**src/rtl/mips_fetch_unit_if.sv**
```systemverilog
// rtl/mips_fetch_unit_if.sv - request/acknowledge instruction-memory bus (MOV/MOC style)
interface mips_fetch_unit_if #(
   parameter int ADDR_W = 32,
   parameter int DATA_W = 32
);
   logic              mem_req;
   logic [ADDR_W-1:0] mem_addr;
   logic              mem_ack;
   logic [DATA_W-1:0] mem_data;

   modport master (
      output mem_req,
      output mem_addr,
      input  mem_ack,
      input  mem_data
   );

   modport slave (
      input  mem_req,
      input  mem_addr,
      output mem_ack,
      output mem_data
   );
endinterface

```
**src/rtl/mips_fetch_unit.sv**
```systemverilog
// rtl/mips_fetch_unit.sv - MIPS fetch stage: PC sequencer, single-outstanding memory request, instruction buffer
module mips_fetch_unit #(
   parameter int                ADDR_W    = 32,
   parameter int                DATA_W    = 32,
   parameter logic [ADDR_W-1:0] RESET_PC  = '0,
   parameter int                BUF_DEPTH = 4,
   parameter int                PC_STEP   = 4
) (
   input  logic                       clk,
   input  logic                       reset,
   mips_fetch_unit_if.master          mem,
   input  logic                       redirect,
   input  logic [ADDR_W-1:0]          redirect_pc,
   output logic [DATA_W-1:0]          ir,
   output logic [ADDR_W-1:0]          ir_pc,
   output logic                       ir_valid,
   input  logic                       ir_ready,
   output logic [ADDR_W-1:0]          fetch_pc,
   output logic [$clog2(BUF_DEPTH):0] buf_count
);

   localparam int PTR_W = $clog2(BUF_DEPTH);
   localparam int CNT_W = PTR_W + 1;

   typedef enum logic [1:0] {S_IDLE, S_REQ, S_DROP} state_t;

   state_t            state_q, state_d;
   logic [ADDR_W-1:0] fetch_pc_q, fetch_pc_d;
   logic [ADDR_W-1:0] mem_addr_q, mem_addr_d;
   logic [PTR_W-1:0]  rd_ptr_q, rd_ptr_d;
   logic [PTR_W-1:0]  wr_ptr_q, wr_ptr_d;
   logic [CNT_W-1:0]  count_q, count_d;
   logic [DATA_W-1:0] ir_q, ir_d;
   logic [ADDR_W-1:0] ir_pc_q, ir_pc_d;

   logic [DATA_W-1:0] buf_data_q [BUF_DEPTH];
   logic [ADDR_W-1:0] buf_pc_q   [BUF_DEPTH];

   logic              push;
   logic              pop;
   logic              issue;
   logic [CNT_W-1:0]  cnt_after_pop;
   logic [PTR_W-1:0]  rd_next;

   // A redirect kills both the returning word and any pop in the same cycle.
   assign push          = (state_q == S_REQ) && mem.mem_ack && !redirect;
   assign pop           = (count_q != '0) && ir_ready && !redirect;
   assign cnt_after_pop = count_q - CNT_W'(pop);
   assign rd_next       = rd_ptr_q + PTR_W'(1);
   assign issue         = (state_q == S_IDLE) && (state_d == S_REQ);

   always_ff @(posedge clk or posedge reset) begin
      if (reset) begin
         state_q <= S_IDLE;
      end else begin
         state_q <= state_d;
      end
   end

   always_comb begin
      state_d = state_q;
      case (state_q)
         S_IDLE: if (!redirect && (cnt_after_pop < CNT_W'(BUF_DEPTH))) state_d = S_REQ;
         S_REQ: begin
            if (mem.mem_ack)   state_d = S_IDLE;
            else if (redirect) state_d = S_DROP;
         end
         S_DROP: if (mem.mem_ack) state_d = S_IDLE;
         default: state_d = S_IDLE;
      endcase
   end

   always_comb begin
      mem.mem_req  = (state_q == S_REQ) || (state_q == S_DROP);
      mem.mem_addr = mem_addr_q;
   end

   always_comb begin
      fetch_pc_d = fetch_pc_q;
      mem_addr_d = mem_addr_q;
      rd_ptr_d   = rd_ptr_q;
      wr_ptr_d   = wr_ptr_q;
      count_d    = count_q - CNT_W'(pop) + CNT_W'(push);
      ir_d       = ir_q;
      ir_pc_d    = ir_pc_q;

      if (issue)
         mem_addr_d = fetch_pc_q;
      if (push)
         wr_ptr_d = wr_ptr_q + PTR_W'(1);
      if (pop)
         rd_ptr_d = rd_next;

      // Head register tracks whichever entry will sit at the front next cycle.
      if (push && (cnt_after_pop == '0)) begin
         ir_d    = mem.mem_data;
         ir_pc_d = mem_addr_q;
      end else if (pop && (cnt_after_pop != '0)) begin
         ir_d    = buf_data_q[rd_next];
         ir_pc_d = buf_pc_q[rd_next];
      end

      if (push)
         fetch_pc_d = fetch_pc_q + ADDR_W'(PC_STEP);

      if (redirect) begin
         fetch_pc_d = redirect_pc & ~ADDR_W'(3);
         rd_ptr_d   = '0;
         wr_ptr_d   = '0;
         count_d    = '0;
      end
   end

   always_ff @(posedge clk or posedge reset) begin
      if (reset) begin
         fetch_pc_q <= RESET_PC;
         mem_addr_q <= RESET_PC;
         rd_ptr_q   <= '0;
         wr_ptr_q   <= '0;
         count_q    <= '0;
         ir_q       <= '0;
         ir_pc_q    <= '0;
      end else begin
         fetch_pc_q <= fetch_pc_d;
         mem_addr_q <= mem_addr_d;
         rd_ptr_q   <= rd_ptr_d;
         wr_ptr_q   <= wr_ptr_d;
         count_q    <= count_d;
         ir_q       <= ir_d;
         ir_pc_q    <= ir_pc_d;
      end
   end

   always_ff @(posedge clk) begin
      if (push) begin
         buf_data_q[wr_ptr_q] <= mem.mem_data;
         buf_pc_q[wr_ptr_q]   <= mem_addr_q;
      end
   end

   assign ir        = ir_q;
   assign ir_pc     = ir_pc_q;
   assign ir_valid  = (count_q != '0);
   assign fetch_pc  = fetch_pc_q;
   assign buf_count = count_q;

endmodule

```
**src/flat_wrapper.sv**
```systemverilog
// flat-port wrapper written by rule: the top's interface ports become plain ports
module mips_fetch_unit_flat 
#(
   parameter int                ADDR_W    = 32,
   parameter int                DATA_W    = 32,
   parameter logic [ADDR_W-1:0] RESET_PC  = '0,
   parameter int                BUF_DEPTH = 4,
   parameter int                PC_STEP   = 4
)
  (clk, reset, redirect, redirect_pc, ir, ir_pc, ir_valid, ir_ready, fetch_pc, buf_count, mem_mem_req, mem_mem_addr, mem_mem_ack, mem_mem_data);
  mips_fetch_unit_if #(.ADDR_W(ADDR_W), .DATA_W(DATA_W)) mem_i ();
  input  logic clk;
  input  logic reset;
  input  logic redirect;
  input  logic [ADDR_W-1:0] redirect_pc;
  output logic [DATA_W-1:0] ir;
  output logic [ADDR_W-1:0] ir_pc;
  output logic ir_valid;
  input  logic ir_ready;
  output logic [ADDR_W-1:0] fetch_pc;
  output logic [$clog2(BUF_DEPTH):0] buf_count;
  output wire logic [$bits(mem_i.mem_req)-1:0] mem_mem_req;
  output wire logic [$bits(mem_i.mem_addr)-1:0] mem_mem_addr;
  input wire logic [$bits(mem_i.mem_ack)-1:0] mem_mem_ack;
  input wire logic [$bits(mem_i.mem_data)-1:0] mem_mem_data;
  assign mem_mem_req = mem_i.mem_req;
  assign mem_mem_addr = mem_i.mem_addr;
  assign mem_i.mem_ack = mem_mem_ack;
  assign mem_i.mem_data = mem_mem_data;
  mips_fetch_unit #(.ADDR_W(ADDR_W), .DATA_W(DATA_W), .RESET_PC(RESET_PC), .BUF_DEPTH(BUF_DEPTH), .PC_STEP(PC_STEP)) u_core (.clk(clk), .reset(reset), .mem(mem_i), .redirect(redirect), .redirect_pc(redirect_pc), .ir(ir), .ir_pc(ir_pc), .ir_valid(ir_valid), .ir_ready(ir_ready), .fetch_pc(fetch_pc), .buf_count(buf_count));
endmodule
```
**config.mk**
```make
export PLATFORM = sky130hd
export DESIGN_NAME = mips_fetch_unit_flat
export DESIGN_NICKNAME = d
export VERILOG_FILES = /design/src/rtl/mips_fetch_unit_if.sv /design/src/rtl/mips_fetch_unit.sv /design/src/flat_wrapper.sv
export SDC_FILE = /design/constraint.sdc
export NUM_CORES = 1
export LEC_CHECK = 0
export ABC_AREA = 1
export CORE_ASPECT_RATIO = 1.25
export CORE_MARGIN = 4
export CORE_UTILIZATION = 40
export DETAILED_ROUTE_END_ITERATION = 10
export MAX_ROUTING_LAYER = met4
export PLACE_DENSITY = 0.7
export SYNTH_ARGS = -nofsm -noshare
export SYNTH_HDL_FRONTEND = slang
export SYNTH_SLANG_ARGS = --single-unit
```
**constraint.sdc**
```tcl
create_clock -name clk -period 4.51 [get_ports clk]
set_input_delay 0.451 -clock clk [delete_from_list [all_inputs] [get_ports clk]]
set_output_delay 0.451 -clock clk [all_outputs]
set_load 0.03 [all_outputs]
```
==> impl_metrics.py <==
metrics = {
    "run_status": {
        "outcome": "completed",
    },
    "cts": {
        "cts-root-buf": "clkbuf_16",
        "clkTransAtPathRegs_ns": 0.06,
        "post_cts_buffers": 0,
        "clk_latency_ns": 0.53,
        "post_cts_resized": 0,
        "cts_max_level": 2,
        "cts_tree": "yes",
        "clk_path_buf_depth": 3,
        "postCtsHoldBufs": 0,
        "cts-buffers-inserted": 39,
        "cts_sinks": 379,
    },
    "worst_setup_path": {
        "critical_path_peak_fanout": 48,
        "critPathKind": "reg -> reg",
        "r2r_cells": 6,
        "worst_ep_arrival_time_ns": 3.56,
        "critical-path-top-delay-family": "simple AND/OR/NAND/NOR gates",
        "cp_slowest_stage_delay_ns": 1.08,
        "crit_chain": "nand2_1 -> inv_2 -> nand2_1 -> nand3_1 -> nand3_1 -> nand3_1",
        "crit_buf_inv": 1,
        "cp-start-kind": "flip-flop",
        "crit_slowest_cell": "inv_2",
        "cp-end-kind": "flip-flop",
        "crit_top_cell": "nand3_1",
        "cp.required_ns": 4.97,
        "cp.depth": 6,
        "crit_path_start": "u_core.rd_ptr_q[0]$_DFFE_PP0P_",
        "r2r_start": "u_core.rd_ptr_q[0]$_DFFE_PP0P_",
    },
    "timing": {
        "min_period_over_period": 0.6867,
        "slew_viol_final": 0,
        "slew_headroom": 0.2008,
        "final-hold-violation-count": 0,
        "rsz0062_at_grt": "no",
        "worst_slew_pin_slew_ns": 1.197,
        "setup_tns_ns": 0,
        "period_minus_slack_ns": 3.097,
        "setup-violations-final": 0,
        "finClkSkew_ns": 0.02384,
        "max_freq_ghz": 0.3229,
    },
    "global_route": {
        "grt_max_degree": 112,
        "antenna_found_initial": 0,
        "grt_pass1_wl_um": 65960,
        "gr-total-overflow": 0,
        "gr-usage-all-layers": 0.1940,
        "grt_pass1_vias": 11962,
    },
    "place": {
        "hpwl_um": 25240,
        "gp_congestion": 1.029,
        "port_buffers": 193,
        "dp_cells": 2322,
    },
    "finish": {
        "finalNetCount": 1899,
        "fillers": 3606,
        "area_growth_pct": 22.46,
        "drive_above_1_share": 0.05847,
        "finalNonFillerCells": 2394,
    },
    "power": {
        "peakVddDrop_v": 0.0003968,
        "leakage_uw": 0.008329,
        "power-per-cell-area_nw_per_um2": 599.4,
    },
    "synth": {
        "synth_area_leaders": "edfxtp_1 (45%), dfrtp_1 (20%), nand2_1 (15%)",
        "synth_cells": 1651,
        "synth_edf_count": 248,
        "syn-cell-area_um2": 16390,
        "yosys.area.top_type": "edfxtp_1",
        "synth_area_per_cell_um2": 9.925,
        "ys_types": 35,
        "netlist.area_leader.share": 0.4545,
        "yosysSeqAreaShare": 0.6546,
        "yosysWarnings": 0,
        "synth_common_cells": "nand2_1 (668), edfxtp_1 (248), nand3_1 (214)",
        "yosysMostFrequentCell": "nand2_1",
        "yosys_most_used_dff": "edfxtp_1",
        "ys_ff_latch": 379,
        "synth_async_sr_flop_share": 0.3456,
    },
    "route": {
        "vias": 12020,
        "drt_iter0_drc": 742,
        "vias_per_cell": 5.021,
        "post_drt_wl_per_cell_um": 17.64,
        "drcViolationCount": 0,
        "firstDrtPassIters": 5,
        "drt_wl_total_um": 42220,
        "antenna_left": 0,
    },
    "die": {
        "die-area_um2": 44290,
        "core_um2": 40320,
        "die_h_um": 234.3,
        "row_count": 82,
        "pin_count": 202,
        "die_w_um": 189.0,
        "floorplan.initialDensity": 0.4064,
    },
    "worst_hold_path": {
        "worstHoldPathCells": 3,
        "hold_path.class": "in -> reg",
        "hold_start": "redirect_pc[3]",
    },
    "run": {
        "drv_cap": 0,
    },
}
## per-stage QoR
stage | total power [µW] | hold WS, ns | util | cell area [µm²] | worst slack, ns
floorplan | 7236 | 0.5386 | - | 16400 | 0.3662
detailed placement | 8926 | 0.4961 | 0.4656 | 18770 | 0.9129
finish | 12030 | 0.4923 | 0.4977 | 20070 | 1.413
CTS | 12170 | 0.4708 | 0.4976 | 20060 | 1.427
global placement | 8844 | 0.4882 | 0.4656 | 18770 | 0.9564
global route | 12670 | 0.5022 | 0.4976 | 20060 | 1.190
## state kept, by name, indices dropped and copies added, names as in the netlist
register             count
u_core.ir               32
u_core.rd_ptr_q          2
u_core.buf_count         3
u_core.state_q           2
u_core.fetch_pc         30
u_core.mem.mem_addr     30
u_core.buf_pc_q        120
u_core.wr_ptr_q          2
u_core.buf_data_q      128
u_core.ir_pc            30
## routing by layer
layer | GRT usage | vias up | part of all wire
met1 | 0.2375 | 5761 | 0.41
met3 | 0.03499 | 67 | 0.062
met2 | 0.3308 | 409 | 0.50
li1 | - | 5783 | -
met4 | 0.05923 | 0 | 0.023
met5 | - | - | 0
## worst reg2reg max path, delay by kind of cell (launching register included)
| kind | cells | cell delay, ns |
|---|---|---|
| and+or+nand+nor | 5 | 1.17 |
| buffers and inverters | 1 | 1.08 |
| DFF | 1 | 0.79 |
## cells by family (layout without fill, tap and decap cells)
| logic type | Yosys count | count (layout) | synth area share |
|---|---|---|---|
| DFF | 379 | 379 | 0.6546 |
| AOI/OAI and AO/OA | 70 | 70 | 0.02344 |
| adders and majority gates | 13 | 13 | 0.009927 |
| and+or+nand+nor | 1013 | 1013 | 0.2605 |
| xor gates and xnor gates | 11 | 11 | 0.005880 |
| other | 1 | 7 | 0.0002289 |
| buffers and inverters | 164 | 355 | 0.04551 |
## final cells by class
type / instances / area (µm²) / share of cell area
Sequential cell: 379 / 10730 / 0.5345
Multi-Input combinational cell: 1113 / 4974 / 0.2478
Timing Repair Buffer: 206 / 2092 / 0.1043
Clock buffer: 55 / 1109 / 0.05524
Tap cell: 546 / 683.2 / 0.03404
Inverter: 78 / 297.8 / 0.01484
Clock inverter: 16 / 183.9 / 0.009166
Antenna cell: 1 / 2.502 / 0.0001247
## placed cells by master, fill, tap and decap left out, types with 7 or more instances in the layout
cell type,Yosys,layout
nand3_1,214,214
inv_1,71,70
edfxtp_1,248,248
clkdlybuf4s50_1,0,193
buf_4,11,8
o21ai_1,12,12
dfrtp_1,131,131
inv_2,7,7
clkbuf_1,30,11
nand4_1,24,24
nor2_1,63,58
clkbuf_16,0,41
or2_0,20,20
xor2_1,9,9
nand2_1,668,668
o21ai_0,40,40
ha_1,13,13
or2_2,12,12
## report_power, final
part | switching [µW] | internal, µW | leakage [µW]
logic | 2460 | 1360 | 0.00379
clock network | 1320 | 1900 | 0.000635
registers | 596 | 4390 | 0.00390
total | 4370 | 7650 | 0.00833
## worst paths after layout
check / slack, ns / endpoint
setup / recovery: 1.41 / u_core.ir_pc[29]$_DFFE_PP0P_
hold / removal: 0.49 / u_core.fetch_pc[3]$_DFFE_PP0N_
setup reg to reg: 1.41 / u_core.ir_pc[29]$_DFFE_PP0P_
hold reg to reg: 0.50 / u_core.ir[31]$_DFFE_PP0P_
max in group asynchronous: 3.10 / u_core.ir[28]$_DFFE_PP0P_
min in group asynchronous: 0.51 / u_core.state_q[0]$_DFF_PP0_
Note: power is estimated with default switching activity, not from simulation.
